### src/rtl/button_event_decoder.sv
// Debounced button level -> 1-cycle PRESS/CLICK/LONG_PRESS/REPEAT/RELEASE pulses plus HELD level.
// Latency: every output registered, one cycle after the sampling edge; no backpressure (free-running events).
// Define BTN_AUTOREPEAT_EN to elaborate the auto-repeat pulses while held past LONG_PRESS.
module button_event_decoder #(
  parameter int CLOCK_FREQ = 100_000_000,
  parameter int LONG_MS    = 1000,
  parameter int REPEAT_MS  = 200
) (
  input  logic CLK,
  input  logic RST,
  input  logic BTN,
  output logic PRESS,
  output logic CLICK,
  output logic LONG_PRESS,
  output logic REPEAT,
  output logic RELEASE,
  output logic HELD
);

  localparam int LONG_CYCLES   = CLOCK_FREQ / 1000 * LONG_MS;
  localparam int REPEAT_CYCLES = CLOCK_FREQ / 1000 * REPEAT_MS;
  localparam int MAX_CYCLES    = (LONG_CYCLES > REPEAT_CYCLES) ? LONG_CYCLES : REPEAT_CYCLES;
  localparam int CNT_W         = $clog2(MAX_CYCLES + 1);

  if (LONG_CYCLES < 2) begin : g_long_chk
    $error("button_event_decoder: LONG_CYCLES must be >= 2");
  end

  typedef enum logic [1:0] {IDLE, SHORT, LONG} state_t;

  state_t           state_q, state_d;
  logic [CNT_W-1:0] cnt_q, cnt_d;
  logic             press_d, click_d, long_d, release_d;

`ifdef BTN_AUTOREPEAT_EN
  if (REPEAT_CYCLES < 2) begin : g_repeat_chk
    $error("button_event_decoder: REPEAT_CYCLES must be >= 2");
  end
  logic repeat_d;
`endif

  always_comb begin
    state_d   = state_q;
    cnt_d     = cnt_q;
    press_d   = 1'b0;
    click_d   = 1'b0;
    long_d    = 1'b0;
    release_d = 1'b0;
`ifdef BTN_AUTOREPEAT_EN
    repeat_d  = 1'b0;
`endif
    case (state_q)
      IDLE: begin
        if (BTN) begin
          press_d = 1'b1;
          cnt_d   = '0;
          state_d = SHORT;
        end
      end
      SHORT: begin
        // Release is checked first so a release on the threshold edge still counts as a click.
        if (!BTN) begin
          click_d   = 1'b1;
          release_d = 1'b1;
          state_d   = IDLE;
        end else if (cnt_q == CNT_W'(LONG_CYCLES - 1)) begin
          long_d  = 1'b1;
          cnt_d   = '0;
          state_d = LONG;
        end else begin
          cnt_d = cnt_q + CNT_W'(1);
        end
      end
      LONG: begin
        if (!BTN) begin
          release_d = 1'b1;
          cnt_d     = '0;
          state_d   = IDLE;
        end else begin
`ifdef BTN_AUTOREPEAT_EN
          if (cnt_q == CNT_W'(REPEAT_CYCLES - 1)) begin
            repeat_d = 1'b1;
            cnt_d    = '0;
          end else begin
            cnt_d = cnt_q + CNT_W'(1);
          end
`else
          cnt_d = '0;
`endif
        end
      end
      default: begin
        state_d = IDLE;
        cnt_d   = '0;
      end
    endcase
  end

  always_ff @(posedge CLK or posedge RST) begin
    if (RST) begin
      state_q    <= IDLE;
      cnt_q      <= '0;
      PRESS      <= 1'b0;
      CLICK      <= 1'b0;
      LONG_PRESS <= 1'b0;
      RELEASE    <= 1'b0;
      HELD       <= 1'b0;
    end else begin
      state_q    <= state_d;
      cnt_q      <= cnt_d;
      PRESS      <= press_d;
      CLICK      <= click_d;
      LONG_PRESS <= long_d;
      RELEASE    <= release_d;
      HELD       <= (state_d != IDLE);
    end
  end

`ifdef BTN_AUTOREPEAT_EN
  always_ff @(posedge CLK or posedge RST) begin
    if (RST) begin
      REPEAT <= 1'b0;
    end else begin
      REPEAT <= repeat_d;
    end
  end
`else
  assign REPEAT = 1'b0;
`endif

endmodule
### config.mk
export PLATFORM = sky130hd
export DESIGN_NAME = button_event_decoder
export DESIGN_NICKNAME = d
export VERILOG_FILES = /design/src/rtl/button_event_decoder.sv
export SDC_FILE = /design/constraint.sdc
export NUM_CORES = 1
export LEC_CHECK = 0
export BUFFER_PORTS_ARGS = -buffer_cell sky130_fd_sc_hd__buf_4
export CAP_MARGIN = 20
export CORE_UTILIZATION = 53
export DETAILED_ROUTE_END_ITERATION = 10
export GPL_TIMING_DRIVEN = 0
export PLACE_DENSITY = 0.72
export SYNTH_ARGS = -nofsm -noshare
export SYNTH_HDL_FRONTEND = slang
export SYNTH_SLANG_ARGS = --single-unit
export TNS_END_PERCENT = 10
### constraint.sdc
create_clock -name CLK -period 2.1 [get_ports CLK]
set_input_delay 0.42 -clock CLK [delete_from_list [all_inputs] [get_ports CLK]]
set_output_delay 0.42 -clock CLK [all_outputs]
set_load 0.1 [all_outputs]
==> results.tsv <==
metric	value	unit
outcome	finished clean	
port_buffers	7	
syn_to_final_growth	18.0	%
cts_buffers	5	
layout_commonest_cell	dfrtp_1	
seq_area_frac_synth	40.9	%
hp-class	in2async	
drcViolationCount	0	
setup_violations	0	
vias	1785	
final_cells	282	
maxSlewViolCount	0	
synth-edff-count	0	
antenna_left	0	
period_needed	2.03	ns
syn-mean-instance-area	10.1	sq um
synth_top_area_share	40.9	%
synth_area	2080	sq um
fillers	296	
synth_seq_cells	34	
grt_antenna_before_repair	0	
endpoint_kind	flip-flop	
hpwl	3390	microns
cts.sinks	34	
die_h	64.7	microns
wire_per_inst	17.6	microns
cts-root-buf	clkbuf_8	
synthTopCellsByArea	dfrtp_1 41%, a22oi_1 4.0%, o21ai_0 3.6%	
grt_pass1_wl	8210	microns
finalNetCount	241	
max_freq	492	MHz
die-area	4180	sq um
netlist_instances	207	
drive_gt1_share	28.2	%
ys_async_sr_fraction	100	%
vdd_drop_max	0.390	mV
finish.utilization	66.1	%
clkLatencyLatePin	0.29	ns
synth_nets	215	
cts_buffer_depth	2	
ios	9	
wirelength	4960	microns
relSlewSlack	55.7	%
skew	0.00454	ns
crit_type	reg2reg	
diodes	0	
cts_max_level	2	
die_width	64.7	microns
finalHoldViolations	0	
setup_tns	0	ns
fp.coreArea	3720	sq um
worstPathArrival	2.25	ns
gp_congestion	0.805	
worst_pin_slew	0.665	ns
grt_max_degree	21	
grt.total_usage	26.1	%
worst_setup_path_start_kind	flip-flop	
cts_tree	done	
initial_utilization	56.0	%
path_clk_slew	0.07	ns
rows	22	
synthFlopType	dfrtp_1	
first_pass_iters	4	
drtIter0Drc	126	
grt_pass1_vias	1677	
r2r_cells	7	
synth_cell_types	54	
power_leakage	1.07	nW
via_per_inst	6.33	
crit_required	2.31	ns
synth_top_area_cell	dfrtp_1	
cp_max_fo	9	
min_period_over_period	96.8	%
cap_violations	0	
totalPowerFinal	2.20	mW
final_cell_mix	33 x dfrtp_1, 18 x buf_4, 18 x nand2_1	
power.density	894	nW/um^2
yosys_warnings	0	
numPlacedInstances	263	
grt_overflow	0	
==> cell type report <==
class                           count  area [sq um]  area share [%]
Buffer                             12           116            4.74
Sequential cell                    34           852            34.7
Clock buffer                        7          86.3            3.52
Tap cell                           48          60.1            2.45
Inverter                            8          30.0            1.22
Timing Repair Buffer               18           159            6.47
Multi-Input combinational cell    154          1150            46.7
Clock inverter                      1          5.00           0.204
==> cell usage after synthesis, types with 2 or more instances <==
cell / n
a22oi_2: 3
clkbuf_8: 4
buf_2: 2
o211a_1: 2
nand3_1: 10
buf_4: 2
nand4_1: 5
and3_2: 4
or3_1: 9
nand4_2: 2
nand2_1: 18
o21a_1: 3
and4_1: 4
a21oi_1: 5
dfrtp_1: 34
inv_1: 8
or3_2: 3
nor4_1: 2
nand2b_1: 2
nor4b_1: 3
nor2_1: 3
nand4b_1: 2
or4_1: 4
ha_1: 5
a22oi_1: 11
and2_2: 2
xor2_1: 4
o21ai_0: 15
nand4_4: 2
o31ai_1: 8
clkbuf_1: 3
==> kinds of logic (layout without fill, tap and decap cells) <==
| logic type | Yosys count | count (layout) | synth area share, % |
|---|---|---|---|
| other | 1 | 1 | 0.180 |
| and+or+nand+nor | 82 | 83 | 25.9 |
| adders and majority gates | 5 | 5 | 3.01 |
| xor gates and xnor gates | 4 | 4 | 1.68 |
| AOI/OAI and AO/OA | 60 | 60 | 21.5 |
| DFF | 34 | 34 | 40.9 |
| buffers and inverters | 20 | 46 | 6.37 |
| muxes | 1 | 1 | 0.481 |
==> metrics by stage <==
step,hold slack [ns],worst slack [ns],instance area (sq um)
2_1_floorplan,0.490,0.149,2080
3_3_place_gp,0.513,-0.00340,2190
3_5_place_dp,0.544,-0.0858,2220
4_1_cts,0.257,0.0162,2340
5_1_grt,0.280,-0.0236,2460
6_report,0.229,0.0664,2460
==> layer usage <==
layer	vias up	part of all wire [%]	global-route usage, %
li1	848	-	-
met1	874	44	34.2
met2	54	50	43.9
met3	9	4.5	4.23
met4	0	1.6	8.33
met5	-	0	0
==> flip-flops by register name (all words and copies together) (netlist names) <==
register    count
RELEASE         1
HELD            1
cnt_q          27
LONG_PRESS      1
state_q         2
CLICK           1
PRESS           1
==> worst max-delay path, stage by stage (launching register included) <==
cell,delay [ns]
dfrtp_1,0.40
inv_2,0.06
ha_1,0.18
buf_6,0.15
o21bai_4,0.28
nand4_4,0.18
or4_4,0.55
a22oi_2,0.15
==> final timing paths <==
check | slack (ns) | startpoint | endpoint
max in group asynchronous | 1.33 | RST | state_q[0]
max | 0.07 | state_q[1] | cnt_q[19]
max reg2reg | 0.07 | state_q[1] | cnt_q[19]
min | 0.23 | RST | cnt_q[6]
min reg2reg | 0.56 | cnt_q[2] | cnt_q[2]
min in group CLK | 0.56 | cnt_q[2] | cnt_q[2]
==> report_power, final <==
part,internal (mW),switching [mW],leakage [nW]
registers,0.711,0.0398,0.465
clock network,0.265,0.240,0.0482
logic,0.334,0.606,0.559
total,1.31,0.887,1.07
==> repair_timing <==
| action | in CTS | in global routing |
|---|---|---|
| pin swaps | 1 | 5 |
| cloned | 0 | 1 |
| resized for setup | 2 | 16 |
| endpoints found under the setup margin | 10 | 22 |
| setup buffers | 3 | 7 |
| hold buffers | 0 | 0 |
Note: power is estimated with default switching activity, not from simulation.
